--- config.mk ---
export PLATFORM = sky130hd
export DESIGN_NAME = layer_sequencer_fsm_flat
export DESIGN_NICKNAME = d
export VERILOG_FILES = /design/src/rtl/layer_sequencer_fsm_if.sv /design/src/rtl/layer_sequencer_fsm.sv /design/src/flat_wrapper.sv
export SDC_FILE = /design/constraint.sdc
export NUM_CORES = 1
export LEC_CHECK = 0
export ABC_AREA = 0
export ABC_CLOCK_PERIOD_IN_PS = 5100
export CORE_MARGIN = 5
export CORE_UTILIZATION = 38
export CTS_BUF_LIST = sky130_fd_sc_hd__clkbuf_2 sky130_fd_sc_hd__clkbuf_4 sky130_fd_sc_hd__clkbuf_8
export DETAILED_ROUTE_END_ITERATION = 16
export GPL_TIMING_DRIVEN = 0
export MAX_ROUTING_LAYER = met4
export SYNTH_ARGS = -nofsm -noshare
export SYNTH_HDL_FRONTEND = slang
export SYNTH_SLANG_ARGS = --single-unit
export TNS_END_PERCENT = 50
--- constraint.sdc ---
create_clock -name clk -period 5.1 [get_ports clk]
set_clock_uncertainty 0.15 [all_clocks]
set_input_delay 1.02 -clock clk [delete_from_list [all_inputs] [get_ports clk]]
set_output_delay 1.02 -clock clk [all_outputs]
set_load 0.005 [all_outputs]
--- src/rtl/layer_sequencer_fsm_if.sv ---
// Handshake bundle between the layer sequencer and the conv/pool/FC/judge engines.
// The master modport is the sequencer side; slave is the engines/host side.
interface layer_sequencer_fsm_if #(
  parameter int ADDRESS_DATAWIDTH = 13,
  parameter int FRAME_CNT_WIDTH   = 8
);
  logic [ADDRESS_DATAWIDTH-1:0] address;
  logic                         Conv_done;
  logic                         Avg_done;
  logic                         FC_done;
  logic                         Judge_done;
  logic                         clear_error;
  logic [2:0]                   state;
  logic [2:0]                   stage_idx;
  logic [1:0]                   conv_idx;
  logic                         conv_start;
  logic                         pool_start;
  logic                         fc_start;
  logic                         judge_start;
  logic                         busy;
  logic                         frame_done;
  logic                         error;
  logic [FRAME_CNT_WIDTH-1:0]   frame_count;

  modport master (
    input  address, Conv_done, Avg_done, FC_done, Judge_done, clear_error,
    output state, stage_idx, conv_idx, conv_start, pool_start, fc_start,
           judge_start, busy, frame_done, error, frame_count
  );

  modport slave (
    output address, Conv_done, Avg_done, FC_done, Judge_done, clear_error,
    input  state, stage_idx, conv_idx, conv_start, pool_start, fc_start,
           judge_start, busy, frame_done, error, frame_count
  );
endinterface

--- src/rtl/layer_sequencer_fsm.sv ---
// Master sequencer for the detection network layer chain: arms on a completed frame
// load, then walks the conv/pool stages, FC and JUDGE under a per-phase watchdog.
module layer_sequencer_fsm #(
  parameter int NUM_STAGES        = 3,
  parameter int CONVS_PER_STAGE   = 2,
  parameter int INPUT_SIZE        = 80,
  parameter int ADDRESS_DATAWIDTH = 13,
  parameter int WDT_WIDTH         = 20,
  parameter int TIMEOUT_CYCLES    = 1000000,
  parameter int FRAME_CNT_WIDTH   = 8
) (
  input logic                   clk,
  input logic                   reset,
  layer_sequencer_fsm_if.master bus
);

  typedef enum logic [2:0] {
    IDLE  = 3'd0,
    CONV  = 3'd1,
    POOL  = 3'd2,
    FC    = 3'd3,
    JUDGE = 3'd4,
    ERROR = 3'd5
  } state_t;

  localparam logic [ADDRESS_DATAWIDTH-1:0] LAST_ADDR  = ADDRESS_DATAWIDTH'(INPUT_SIZE*INPUT_SIZE-1);
  localparam logic [WDT_WIDTH-1:0]         WDT_LIMIT  = WDT_WIDTH'(TIMEOUT_CYCLES-1);
  localparam logic [2:0]                   LAST_STAGE = 3'(NUM_STAGES-1);
  localparam logic [1:0]                   LAST_CONV  = 2'(CONVS_PER_STAGE-1);

  state_t                     state_q, state_d;
  logic [2:0]                 stageIdx_q, stageIdx_d;
  logic [1:0]                 convIdx_q, convIdx_d;
  logic                       loaded_q, loaded_d;
  logic [WDT_WIDTH-1:0]       wdt_q, wdt_d;
  logic [3:0]                 doneHist_q;
  logic [3:0]                 doneIn, doneEvent;
  logic                       convStart_q, convStart_d;
  logic                       poolStart_q, poolStart_d;
  logic                       fcStart_q, fcStart_d;
  logic                       judgeStart_q, judgeStart_d;
  logic                       frameDone_q, frameDone_d;
  logic [FRAME_CNT_WIDTH-1:0] frameCount_q, frameCount_d;
  logic                       accepted;
  logic                       busy;

  // Bit order: 0 conv, 1 pool, 2 FC, 3 judge; only rising edges advance the chain.
  assign doneIn    = {bus.Judge_done, bus.FC_done, bus.Avg_done, bus.Conv_done};
  assign doneEvent = doneIn & ~doneHist_q;
  assign busy      = (state_q == CONV) || (state_q == POOL) ||
                     (state_q == FC)   || (state_q == JUDGE);

  always_ff @(posedge clk or negedge reset) begin
    if (!reset) begin
      state_q      <= IDLE;
      stageIdx_q   <= '0;
      convIdx_q    <= '0;
      loaded_q     <= 1'b0;
      wdt_q        <= '0;
      doneHist_q   <= '0;
      convStart_q  <= 1'b0;
      poolStart_q  <= 1'b0;
      fcStart_q    <= 1'b0;
      judgeStart_q <= 1'b0;
      frameDone_q  <= 1'b0;
      frameCount_q <= '0;
    end else begin
      state_q      <= state_d;
      stageIdx_q   <= stageIdx_d;
      convIdx_q    <= convIdx_d;
      loaded_q     <= loaded_d;
      wdt_q        <= wdt_d;
      doneHist_q   <= doneIn;
      convStart_q  <= convStart_d;
      poolStart_q  <= poolStart_d;
      fcStart_q    <= fcStart_d;
      judgeStart_q <= judgeStart_d;
      frameDone_q  <= frameDone_d;
      frameCount_q <= frameCount_d;
    end
  end

  always_comb begin
    state_d      = state_q;
    stageIdx_d   = stageIdx_q;
    convIdx_d    = convIdx_q;
    loaded_d     = loaded_q;
    wdt_d        = '0;
    convStart_d  = 1'b0;
    poolStart_d  = 1'b0;
    fcStart_d    = 1'b0;
    judgeStart_d = 1'b0;
    frameDone_d  = 1'b0;
    frameCount_d = frameCount_q;
    accepted     = 1'b0;

    case (state_q)
      IDLE: begin
        // Arm on the write that follows the last pixel, so the frame is complete.
        if (loaded_q && (bus.address != LAST_ADDR)) begin
          state_d     = CONV;
          stageIdx_d  = '0;
          convIdx_d   = '0;
          convStart_d = 1'b1;
          loaded_d    = 1'b0;
        end else if (bus.address == LAST_ADDR) begin
          loaded_d = 1'b1;
        end
      end
      CONV: begin
        if (doneEvent[0]) begin
          accepted = 1'b1;
          if (convIdx_q < LAST_CONV) begin
            convIdx_d   = convIdx_q + 2'd1;
            convStart_d = 1'b1;
          end else begin
            state_d     = POOL;
            poolStart_d = 1'b1;
          end
        end
      end
      POOL: begin
        if (doneEvent[1]) begin
          accepted = 1'b1;
          if (stageIdx_q < LAST_STAGE) begin
            stageIdx_d  = stageIdx_q + 3'd1;
            convIdx_d   = '0;
            state_d     = CONV;
            convStart_d = 1'b1;
          end else begin
            state_d   = FC;
            fcStart_d = 1'b1;
          end
        end
      end
      FC: begin
        if (doneEvent[2]) begin
          accepted     = 1'b1;
          state_d      = JUDGE;
          judgeStart_d = 1'b1;
        end
      end
      JUDGE: begin
        if (doneEvent[3]) begin
          accepted     = 1'b1;
          state_d      = IDLE;
          frameDone_d  = 1'b1;
          frameCount_d = frameCount_q + FRAME_CNT_WIDTH'(1);
          stageIdx_d   = '0;
          convIdx_d    = '0;
        end
      end
      ERROR: begin
        if (bus.clear_error) begin
          state_d    = IDLE;
          stageIdx_d = '0;
          convIdx_d  = '0;
        end
      end
      default: state_d = IDLE;
    endcase

    // A done event in the terminal-count cycle wins; indices stay put for debug.
    if (busy) begin
      if (accepted) begin
        wdt_d = '0;
      end else if (wdt_q == WDT_LIMIT) begin
        state_d = ERROR;
        wdt_d   = '0;
      end else begin
        wdt_d = wdt_q + WDT_WIDTH'(1);
      end
    end
  end

  assign bus.state       = state_q;
  assign bus.stage_idx   = stageIdx_q;
  assign bus.conv_idx    = convIdx_q;
  assign bus.conv_start  = convStart_q;
  assign bus.pool_start  = poolStart_q;
  assign bus.fc_start    = fcStart_q;
  assign bus.judge_start = judgeStart_q;
  assign bus.busy        = busy;
  assign bus.frame_done  = frameDone_q;
  assign bus.error       = (state_q == ERROR);
  assign bus.frame_count = frameCount_q;

endmodule
--- src/flat_wrapper.sv ---
// flat-port wrapper written by rule: the top's interface ports become plain ports
module layer_sequencer_fsm_flat 
#(
  parameter int NUM_STAGES        = 3,
  parameter int CONVS_PER_STAGE   = 2,
  parameter int INPUT_SIZE        = 80,
  parameter int ADDRESS_DATAWIDTH = 13,
  parameter int WDT_WIDTH         = 20,
  parameter int TIMEOUT_CYCLES    = 1000000,
  parameter int FRAME_CNT_WIDTH   = 8
)
  (clk, reset, bus_address, bus_Conv_done, bus_Avg_done, bus_FC_done, bus_Judge_done, bus_clear_error, bus_state, bus_stage_idx, bus_conv_idx, bus_conv_start, bus_pool_start, bus_fc_start, bus_judge_start, bus_busy, bus_frame_done, bus_error, bus_frame_count);
  layer_sequencer_fsm_if #(.ADDRESS_DATAWIDTH(ADDRESS_DATAWIDTH), .FRAME_CNT_WIDTH(FRAME_CNT_WIDTH)) bus_i ();
  input logic clk;
  input logic reset;
  input wire logic [$bits(bus_i.address)-1:0] bus_address;
  input wire logic [$bits(bus_i.Conv_done)-1:0] bus_Conv_done;
  input wire logic [$bits(bus_i.Avg_done)-1:0] bus_Avg_done;
  input wire logic [$bits(bus_i.FC_done)-1:0] bus_FC_done;
  input wire logic [$bits(bus_i.Judge_done)-1:0] bus_Judge_done;
  input wire logic [$bits(bus_i.clear_error)-1:0] bus_clear_error;
  output wire logic [$bits(bus_i.state)-1:0] bus_state;
  output wire logic [$bits(bus_i.stage_idx)-1:0] bus_stage_idx;
  output wire logic [$bits(bus_i.conv_idx)-1:0] bus_conv_idx;
  output wire logic [$bits(bus_i.conv_start)-1:0] bus_conv_start;
  output wire logic [$bits(bus_i.pool_start)-1:0] bus_pool_start;
  output wire logic [$bits(bus_i.fc_start)-1:0] bus_fc_start;
  output wire logic [$bits(bus_i.judge_start)-1:0] bus_judge_start;
  output wire logic [$bits(bus_i.busy)-1:0] bus_busy;
  output wire logic [$bits(bus_i.frame_done)-1:0] bus_frame_done;
  output wire logic [$bits(bus_i.error)-1:0] bus_error;
  output wire logic [$bits(bus_i.frame_count)-1:0] bus_frame_count;
  assign bus_i.address = bus_address;
  assign bus_i.Conv_done = bus_Conv_done;
  assign bus_i.Avg_done = bus_Avg_done;
  assign bus_i.FC_done = bus_FC_done;
  assign bus_i.Judge_done = bus_Judge_done;
  assign bus_i.clear_error = bus_clear_error;
  assign bus_state = bus_i.state;
  assign bus_stage_idx = bus_i.stage_idx;
  assign bus_conv_idx = bus_i.conv_idx;
  assign bus_conv_start = bus_i.conv_start;
  assign bus_pool_start = bus_i.pool_start;
  assign bus_fc_start = bus_i.fc_start;
  assign bus_judge_start = bus_i.judge_start;
  assign bus_busy = bus_i.busy;
  assign bus_frame_done = bus_i.frame_done;
  assign bus_error = bus_i.error;
  assign bus_frame_count = bus_i.frame_count;
  layer_sequencer_fsm #(.NUM_STAGES(NUM_STAGES), .CONVS_PER_STAGE(CONVS_PER_STAGE), .INPUT_SIZE(INPUT_SIZE), .ADDRESS_DATAWIDTH(ADDRESS_DATAWIDTH), .WDT_WIDTH(WDT_WIDTH), .TIMEOUT_CYCLES(TIMEOUT_CYCLES), .FRAME_CNT_WIDTH(FRAME_CNT_WIDTH)) u_core (.clk(clk), .reset(reset), .bus(bus_i));
endmodule
# == Word level (Yosys, flattened, before mapping) ==
# Cells that the tools add are included.
# totals
reg_bits,46
in_bits,20
output_inout_bits,23
elab_cells,97
# classes
muxes,50
n_reduce_logical,12
n_eq_ne,15
n_addsub,4
magnitude_cmp,2
n_bitwise,2
# ops
cell,n
20-bit two-way mux,3
3-bit two-way mux,15
20-bit by 1-bit adder with 20-bit output (second input constant),1
20-bit == test (second input constant),1
1-bit two-way mux,19
3-bit case mux with 6 select lines,1
2-bit two-way mux,8
13-bit == test (second input constant),1
13-bit != test (second input constant),1
3-bit case mux with 4 select lines,1
2-bit case mux with 5 select lines,1
8-bit by 1-bit adder with 8-bit output (second input constant),1
2-bit by 1-bit != test with 1-bit output (second input constant),4
8-bit AND reduction,1
3-bit by 2-bit == test with 1-bit output (second input constant),2
3-bit == test (second input constant),2
2-bit != test (second input constant),3
6-bit AND reduction,1
5-bit nonzero test,1
4-bit AND,1
4-bit NOT,1
1-bit case mux with 4 select lines,1
2-bit AND reduction,2
4-bit nonzero test,1
other kinds (10),12

# == Depth between registers and ports, before layout ==
# Gate-level depths: netlist (run 1).
# logic_depth
depth_word,7
mapped_depth,8
mapped_depth_nobuf,6

# == Worst setup path after synthesis (run 1) ==
# No wires, ideal clock.
# synth_path
kind,input port to flip-flop
from,input bus_address[8]
to,register u_core.convIdx_q[1] (netlist: u_core.bus.conv_idx[1])
setup_slack_ns,2.822
path_buffers,0
arrival_ns,2.060
setup_ns,0.068
stages,5
path_cell_list,or3b_2 > nor4_2 > a211oi_2 > o21ai_1 > a32o_1
# synth_between
elab_chain_cells,4
# synth_rtl
element,line_no,text
"start, declared",flat_wrapper.sv:16,input wire logic [$bits(bus_i.address)-1:0] bus_address;
13-bit != test,layer_sequencer_fsm.sv:100,if (loaded_q && (bus.address != LAST_ADDR)) begin
1-bit logical AND,layer_sequencer_fsm.sv:100,
2-bit by 1-bit != test with 1-bit output (no line),-,
8-bit AND reduction (no line),-,
"end signal, assigned",layer_sequencer_fsm.sv:70,convIdx_q <= convIdx_d;
"end, declared",layer_sequencer_fsm.sv:33,"logic [1:0] convIdx_q, convIdx_d;"
# Every way passes these cells.
# A chain may end at the register's enable or synchronous reset.

# == Final worst setup path (run 1) ==
# layout_path
from,register u_core.state_q[0] (netlist: u_core.bus.state[0])
to,output bus_error
# layout_between
elab_chain_cells,1
# layout_rtl
element,line_no,text
"start, declared",layer_sequencer_fsm.sv:31,"state_t state_q, state_d;"
"start signal, assigned",layer_sequencer_fsm.sv:68,state_q <= state_d;
3-bit == test,layer_sequencer_fsm.sv:185,assign bus.error = (state_q == ERROR);
"end, declared",flat_wrapper.sv:31,output wire logic [$bits(bus_i.error)-1:0] bus_error;
# Every way passes these cells.

==> results of run 1 <==
## per-layer routing
metal	track usage, %	part of all wire (%)	vias to the layer above
li1	-	-	858
met1	17.6	49	815
met2	21.6	46	33
met3	2.82	3.5	7
met4	6.69	2.2	0
met5	-	0	-
## through the flow
| step | hold WS, ns | total power [mW] |
|---|---|---|
| detailed placement | 0.328 | 0.831 |
| global placement | 0.306 | 0.827 |
| CTS | 0.343 | 1.07 |
| floorplan | 0.299 | 0.679 |
| finish | 0.326 | 1.05 |
| global route | 0.357 | 1.13 |
## power breakdown
part	leakage, nW	switching (mW)	internal, mW
Combinational	0.612	0.176	0.193
Sequential	0.623	0.0443	0.405
Clock	0.0517	0.122	0.115
Total	1.29	0.342	0.713
## registers in the layout, indices dropped and copies added, names as in the netlist
signal	flops
u_core.bus.conv_idx	2
u_core.bus.conv_start	1
u_core.bus.fc_start	1
u_core.bus.frame_count	8
u_core.bus.frame_done	1
u_core.bus.judge_start	1
u_core.bus.pool_start	1
u_core.bus.stage_idx	3
u_core.bus.state	3
u_core.doneHist_q	4
u_core.loaded_q	1
u_core.wdt_q	20
## kinds of logic (layout without fill, tap and decap cells)
logic type | count (synthesis) | after routing
XOR/XNOR | 26 | 26
multiplexers | 2 | 2
adder cells (fa/ha/maj) | 4 | 4
AND/OR/NAND/NOR | 109 | 109
AO/OA/AOI/OAI | 18 | 18
buffers and inverters | 12 | 63
flip-flops | 46 | 46
## worst register-to-register path, cell delays in order (launching register included)
cell and delay [ns]:
dfrtp_1 0.39, ha_1 0.22, and4_4 0.30, nand2_4 0.07
nor4_4 0.25, nand2b_1 0.16, buf_6 0.15, buf_12 0.13
nor2_1 0.05
## worst max-delay path by stage
stage / end / cells past startpoint
finish: bus_error / 4
global route: bus_error / 4
CTS: bus_error / 4
detailed placement: u_core.bus.frame_count[7] / 6
global placement: u_core.wdt_q[9] / 1
floorplan: u_core.bus.conv_idx[1] / 5
## final cells by class
type / count / area, um^2
fill: 544 / 2980
sequential: 46 / 1150
multi-input combinational: 159 / 1090
timing repair buffer: 43 / 435
tap: 75 / 93.8
clock buffer: 7 / 90.1
buffer: 5 / 48.8
inverter: 7 / 26.3
clock inverter: 1 / 5.00
## layout by cell type, fill, tap and decap left out, drive strengths merged, types with 3 or more instances in the layout
| cell | instances |
|---|---|
| a211oi | 3 |
| a21oi | 4 |
| and2 | 4 |
| and4 | 4 |
| buf | 7 |
| clkbuf | 7 |
| clkdlybuf4s50 | 41 |
| dfrtp | 46 |
| ha | 4 |
| inv | 7 |
| nand2 | 17 |
| nand2b | 4 |
| nand3 | 10 |
| nand3b | 3 |
| nand4 | 11 |
| nor2 | 35 |
| nor3 | 6 |
| nor4 | 4 |
| xnor2 | 10 |
| xor2 | 16 |
==> impl_metrics.ini, run 1 <==
[cells_and_area]
diodes = 0
design_area_mm2 = 0.00294
area_growth_syn_to_layout_pct = 27.0
nets = 291
final_cells = 343
drive_gt1_share_pct = 13.4
fin_util_pct = 49.6

[synthesis]
yosys.area.top_type = dfrtp_1
synth_cell_types = 52
synth_fa_ha_area_share_pct = 2.16
postSynthCellCount = 217
netlist_area_mm2 = 0.00231
ys_seq_elements = 46
async_flop_share_pct = 100
synthXorXnorAreaFrac_pct = 9.85
syn_area_per_cell_um2 = 10.7
synth_fp_nets = 241
synthMuxAreaShare_pct = 0.974
synthTopCellsByArea = dfrtp_1, xor2_1, nor2_1, xnor2_1, nand2_1
synth.top_cell.area_share_pct = 49.8
synth_compound_area_share_pct = 6.33
yosys_warnings = 0
yosys_most_used_dff = dfrtp_1
synth_top_family_by_area = simple AND/OR/NAND/NOR gates
ys_top_cells_by_count = dfrtp_1, nor2_1, nand2_1, xor2_1
synth.yosys.seq_area_share_pct = 49.8
synthSimpleGateAreaFrac_pct = 27.7
synth_edf_count = 0
yosysMostFrequentCell = dfrtp_1

[power_and_ir_drop]
leakagePower_nw = 1.29
peakVddDrop_mv = 0.153
power_per_cell_area_mw_per_mm2 = 359

[cts]
numClockSinks = 46
post_cts.repair.setup_buffers = 0
cts_made_buffers = 5
cts_resized = 0
clock_latency_ns = 0.30
cts_tree = built
clock-root-buffer = clkbuf_8
cts_max_level = 2
cts_buffer_depth = 2
cts.hold.buffers_added = 0
clkTransAtPathRegs_ns = 0.09

[timing]
setup-tns-final_ns = 0
max_slew_margin_pct = 63.8
setup_viol = 0
rsz0062_at_grt = no
hold_viol = 0
setup_slack_ns = 2.24
clock.fmax_ghz = 0.350
worst_pin_slew_ns = 0.543
fin_crit_sh_pct = 56.0
fin_crit_ns = 2.86
finalMaxSlewViolations = 0

[critical_path]
worstSetupStartpoint = u_core.bus.state[0]
critical_path_arrival_ns = 1.69
critPathTopFamily = buffers and inverters
r2r_slack_ns = 3.13
critPathKind = register to output port
crit_chain = buf_2, inv_1, nor2_1, clkdlybuf4s50_1
r2r_cells = 8
critPathMaxStageDelay_ns = 0.52
rr_endpoint = u_core.wdt_q[18]
slowest_stage = clkdlybuf4s50_1
end_kind = output port
cp.required_ns = 3.93
crit_buf_inv = 3
critPathMaxFanout = 10
reg2reg_from = u_core.wdt_q[0]
start_kind = register

[route]
wirelength_um = 4540
wl_per_cell_um = 13.2
dr.pass1.iters = 4
antenna_left = 0
drc = 0
vias = 1713
drt_iter0_drc = 47
vias_per_cell = 4.99

[die]
num_rows = 28
core_area_mm2 = 0.00592
io_pins = 43
dieArea_mm2 = 0.00774
start_util_pct = 39.1
die_h_um = 88.0
die_x_um = 88.0

[global_route]
grt_pass1_vias = 1758
grt-ovfl-total = 0
antenna_found_initial = 0
grtUsageTotal_pct = 14.0
grt_start_max_net_pins = 25
grt_pass1_wl_um = 8210

[place]
dp_hpwl_um = 3420
io_buffers = 42
routabilityCongestion = 0.762
pre_cts_ws_ns = 2.26
dpl_cell_area_mm2 = 0.00284
post-place-cells = 335

[worst_hold_path]
hold_path.class = register to register
min_from = u_core.bus.frame_count[7]
holdPathStages = 1
whs_endpoint = u_core.bus.frame_count[7]

[job]
drv_cap = 0

[outcome]
status = complete, no violations
Power figures use the tool's default switching activity.
==> inputs of run 2 (changes only) <==
- ABC_CLOCK_PERIOD_IN_PS: 5100 -> 2370
- clock period: 5.1 -> 2.37 ns (I/O delays scaled with it)
==> run 2 against run 1 <==
- routed wire length up 0.37%
- largest cell class unchanged
- sequential power increased by 120%
- the run now ends with negative hold slack left
- utilization is 0.19 points higher
- setup slack lost 2.1 ns
- total power grew 120%
- first-iteration DRC count is 4.3% lower
- hold slack got worse by 0.34 ns
- register-to-register slack worse by 2.7 ns
- sequential share of layout area fell by 0.11 points
- critical path depth decreased by 1
- sequential cell count unchanged
==> impl_metrics.ini, run 2 (same netlist as run 1, synthesis figures left out) <==
[outcome]
status = finished with violations
failed_checks = negative hold slack

[power_and_ir_drop]
power_per_cell_area_mw_per_mm2 = 773
leakagePower_nw = 1.29
p_int_mw = 1.54
power_frac_comb_pct = 35.1
power_frac_seq_pct = 42.5
netSwitchingFraction_pct = 32.3
clock_power_share_pct = 22.3
p_total_mw = 2.28
peakVddDrop_mv = 0.331
switchingPower_mw = 0.736

[critical_path]
cp.required_ns = 1.75
critPathMaxStageDelay_ns = 0.52
critPathTopFamily = buffers and inverters
slowest_stage = clkdlybuf4s50_1
worstSetupStartpoint = u_core.bus.state[1]
reg2reg_from = u_core.wdt_q[0]
crit_buf_inv = 1
critical_path_arrival_ns = 1.64
critPathMaxFanout = 8
critPathKind = register to output port
end_kind = output port
crit_chain = nand2b_2, nor2_1, clkdlybuf4s50_1
start_kind = register

[job]
drv_cap = 0

[timing]
setup-tns-final_ns = 0
clock.fmax_ghz = 0.442
setup_slack_ns = 0.109
setup_viol = 0
fin_crit_sh_pct = 95.4
finalMaxSlewViolations = 0
hold_slack_ns = -0.00991
rsz0062_at_grt = no
max_slew_margin_pct = 63.8
hold_viol = 6
worst_pin_slew_ns = 0.543
fin_crit_ns = 2.26

[global_route]
antenna_found_initial = 0
grtUsageTotal_pct = 14.0
grt_start_max_net_pins = 25
grt_pass1_vias = 1758
grt-ovfl-total = 0
grt_pass1_wl_um = 8210

[die]
die_x_um = 88.0
core_area_mm2 = 0.00592
dieArea_mm2 = 0.00774
num_rows = 28
die_h_um = 88.0
start_util_pct = 39.1
io_pins = 43

[cells_and_area]
regMostFlops = u_core.wdt_q
seq_area_mm2 = 0.00115
fillCellCount = 545
largest_reg_flops = 20
drive_gt1_share_pct = 14.1
final_cell_mix = dfrtp_1, clkdlybuf4s50_1, nor2_1
diodes = 0
nets = 292
multi_input_comb_area_mm2 = 0.00109
layout_commonest_cell = dfrtp_1
area_growth_syn_to_layout_pct = 27.5

[cts]
cts_buffer_depth = 2
cts.hold.buffers_added = 0
clock-root-buffer = clkbuf_8
cts_made_buffers = 5
numClockSinks = 46
clock_latency_ns = 0.30
cts_tree = built
clkTransAtPathRegs_ns = 0.09
cts_max_level = 2

[route]
dr.pass1.iters = 4
vias = 1711
drt_iter0_drc = 45
drc = 0
wirelength_um = 4560
antenna_left = 0
vias_per_cell = 4.97
wl_per_cell_um = 13.3

[place]
dp_hpwl_um = 3420
io_buffers = 42
routabilityCongestion = 0.762
pre_cts_ws_ns = 0.0769

[worst_hold_path]
hold_path.class = input port to asynchronous set/reset pin
[run 2: changes by cell type in the layout (fill, tap and decap cells not counted)]
| cell | delta |
|---|---|
| dfrtp_1 | -1 |
| dfrtp_2 | +1 |
| buf_4 | +2 |
| buf_2 | -1 |
[run 2: power groups by stage]
| stage | registers (mW) | clock network (mW) | logic [mW] |
|---|---|---|---|
| 3_5_place_dp | 0.983 | 0 | 0.804 |
| 5_1_grt | 0.988 | 0.557 | 0.906 |
| 2_1_floorplan | 0.969 | 0 | 0.493 |
| 3_3_place_gp | 0.982 | 0 | 0.798 |
| 6_report | 0.969 | 0.509 | 0.801 |
| 4_1_cts | 0.968 | 0.532 | 0.808 |
[run 2: final cells by class]
| class | count | share of cell area, % |
|---|---|---|
| Tap cell | 75 | 3.18 |
| Buffer | 5 | 1.74 |
| Multi-Input combinational cell | 159 | 36.8 |
| Clock inverter | 1 | 0.170 |
| Inverter | 7 | 0.891 |
| Timing Repair Buffer | 44 | 15.0 |
| Sequential cell | 46 | 39.1 |
| Clock buffer | 7 | 3.06 |
[run 2: what timing repair did]
action | in CTS | in global routing
endpoints found under the setup margin | 0 | 1
setup buffers | 0 | 1
gates resized for setup | 0 | 3
[run 2: through the flow]
stage	std cells	utilization, %	area, um^2
floorplan	217	-	2310
global placement	334	47.7	2830
detailed placement	335	48.0	2840
CTS	343	49.6	2940
global route	344	49.8	2950
finish	344	49.8	2950
[run 2: worst paths after layout]
path | endpoint | slack, ns | cells past startpoint
worst max-delay path | bus_error | 0.11 | 3
worst min-delay path | u_core.bus.conv_idx[0] | -0.01 | 1
worst max register to register | u_core.wdt_q[18] | 0.40 | 8
worst min register to register | u_core.bus.frame_count[7] | 0.33 | 1
max in group asynchronous | u_core.wdt_q[9] | 1.56 | 2
min in group clk | u_core.bus.frame_count[7] | 0.33 | 1
[run 2: per-layer routing]
| layer | wire (um) | global-route usage, % |
|---|---|---|
| met1 | 2210 | 17.6 |
| met2 | 2090 | 21.6 |
| met3 | 156 | 2.82 |
| met4 | 100 | 6.69 |
| met5 | 0 | - |
==> inputs of run 3 (changes only) <==
- CORE_UTILIZATION: 38 -> 49
- PLACE_DENSITY: default -> 0.79
==> run 3 against run 2 <==
- the run now ends clean
- non-clock buffer count is the same
- critical path type unchanged
- cell count down 6.4%
- maximum frequency fell by 0.91%
- critical path depth unchanged
- sequential power about the same
- clock power down 11%
- sequential cell count is the same
- largest cell class unchanged
- die area shrank 20%
- largest power group unchanged
- first-iteration DRC count grew 16%
==> impl_metrics.ini, run 3 (same netlist as run 1, synthesis figures left out) <==
[power_and_ir_drop]
netSwitchingFraction_pct = 33.0
peakVddDrop_mv = 0.688
power_frac_comb_pct = 36.0
p_total_mw = 2.22
leakagePower_nw = 1.28
clock_power_share_pct = 20.4
switchingPower_mw = 0.732
power_frac_seq_pct = 43.6
p_int_mw = 1.49
power_per_cell_area_mw_per_mm2 = 765

[cells_and_area]
largest_reg_flops = 20
design_area_mm2 = 0.00291
seq_area_mm2 = 0.00115
diodes = 0
layout_commonest_cell = dfrtp_1
multi_input_comb_area_mm2 = 0.00109
regMostFlops = u_core.wdt_q
final_cells = 322
final_cell_mix = dfrtp_1, clkdlybuf4s50_1, nor2_1
nets = 292
drive_gt1_share_pct = 13.1
fillCellCount = 367
area_growth_syn_to_layout_pct = 25.7

[route]
antenna_left = 0
wl_per_cell_um = 14.0
vias_per_cell = 5.35
drt_iter0_drc = 52
wirelength_um = 4520
dr.pass1.iters = 4
vias = 1723
drc = 0

[die]
num_rows = 25
die_h_um = 78.7
die_x_um = 78.7
start_util_pct = 49.6
core_area_mm2 = 0.00466
io_pins = 43
dieArea_mm2 = 0.00619

[place]
dpl_cell_area_mm2 = 0.00282
routabilityCongestion = 0.809
dp_hpwl_um = 3480
io_buffers = 42
post-place-cells = 314

[worst_hold_path]
hold_path.class = register to register
min_from = u_core.bus.frame_count[7]
holdPathStages = 1
whs_endpoint = u_core.bus.frame_count[7]

[critical_path]
cp.required_ns = 1.75
critPathMaxFanout = 8
crit_chain = nand2b_2, nor2_1, clkdlybuf4s50_1
slowest_stage = clkdlybuf4s50_1
critPathMaxStageDelay_ns = 0.52
reg2reg_from = u_core.wdt_q[0]
end_kind = output port
rr_endpoint = u_core.wdt_q[16]
start_kind = register
r2r_slack_ns = 0.39
critical_path_arrival_ns = 1.66
r2r_cells = 8
critPathKind = register to output port

[outcome]
status = complete, no violations

[timing]
fin_crit_sh_pct = 96.3
finalMaxSlewViolations = 0
max_slew_margin_pct = 69.9
fin_crit_ns = 2.28
setup_viol = 0
setup-tns-final_ns = 0
rsz0062_at_grt = no
worst_pin_slew_ns = 0.448
hold_viol = 0
clock.fmax_ghz = 0.438

[global_route]
grt_start_max_net_pins = 32
grt_pass1_wl_um = 7990
grt-ovfl-total = 0
grt_pass1_vias = 1756
grtUsageTotal_pct = 16.6
antenna_found_initial = 0

[cts]
post_cts.repair.setup_buffers = 0
clkTransAtPathRegs_ns = 0.08
cts_max_level = 2
clock_latency_ns = 0.30
cts_buffer_depth = 2
numClockSinks = 46
cts_tree = built
clock-root-buffer = clkbuf_8
cts_made_buffers = 5

[job]
drv_cap = 0
[run 3: changes by cell type in the layout (fill, tap and decap cells not counted), sizes merged]
cell         change
dlygate4sd3      +1
buf              -1
clkinv           +1
clkbuf           -2
[run 3: through the flow]
| stage | hold slack (ns) | utilization (%) | worst slack (ns) |
|---|---|---|---|
| after detailed placement | 0.274 | 60.4 | 0.0383 |
| after global routing | 0.342 | 62.4 | 0.0170 |
| final | 0.324 | 62.4 | 0.0882 |
| after CTS | 0.326 | 62.3 | 0.0575 |
| after global placement | 0.309 | 60.1 | -0.612 |
| after floorplan | 0.0284 | - | 0.556 |
[run 3: worst max path at each step]
stage          slack (ns)  cells past startpoint                start                         to
2_1_floorplan        0.56                      8      u_core.wdt_q[0]           u_core.wdt_q[18]
3_3_place_gp        -0.61                      1                reset  u_core.bus.frame_count[4]
3_5_place_dp         0.04                      6      bus_address[11]     u_core.bus.conv_idx[1]
4_1_cts              0.06                      4  u_core.bus.state[0]                  bus_error
5_1_grt              0.02                      3  u_core.bus.state[1]                  bus_error
6_report             0.09                      3  u_core.bus.state[1]                  bus_error
[run 3: cell type report]
| cell class | instances | area share [%] |
|---|---|---|
| Clock inverter | 2 | 0.344 |
| Timing Repair Buffer | 44 | 15.3 |
| Inverter | 7 | 0.904 |
| Clock buffer | 5 | 2.37 |
| Multi-Input combinational cell | 159 | 37.4 |
| Tap cell | 54 | 2.32 |
| Buffer | 5 | 1.76 |
| Sequential cell | 46 | 39.6 |
[run 3: power groups by stage]
stage                     logic, mW  registers (mW)  clock network [mW]
final                         0.800           0.970               0.453
after global routing          0.884           0.991               0.497
after CTS                     0.807           0.971               0.464
after detailed placement      0.802           0.985                   0
after global placement        0.784           0.980                   0
after floorplan               0.493           0.969                   0
[run 3: what timing repair did]
action	4_1_cts	5_1_grt
hold endpoints to repair	15	0
endpoints found under the setup margin	0	1
hold buffers	1	0
gates resized for setup	0	2
[run 3: worst max-delay path, delay by kind of cell, from the launching register on]
family	cells	cell delay, ns
buf+inv	1	0.52
flops	1	0.47
simple gates	2	0.37
[run 3: metal layers]
layer  global-route usage (%)  up-vias  part of all wire, %
met5                        -        -                    0
met4                     5.24        0                  1.3
met3                     4.08        6                  4.5
met2                     25.6       42                   48
met1                     21.7      824                   46
li1                         -      851                    -
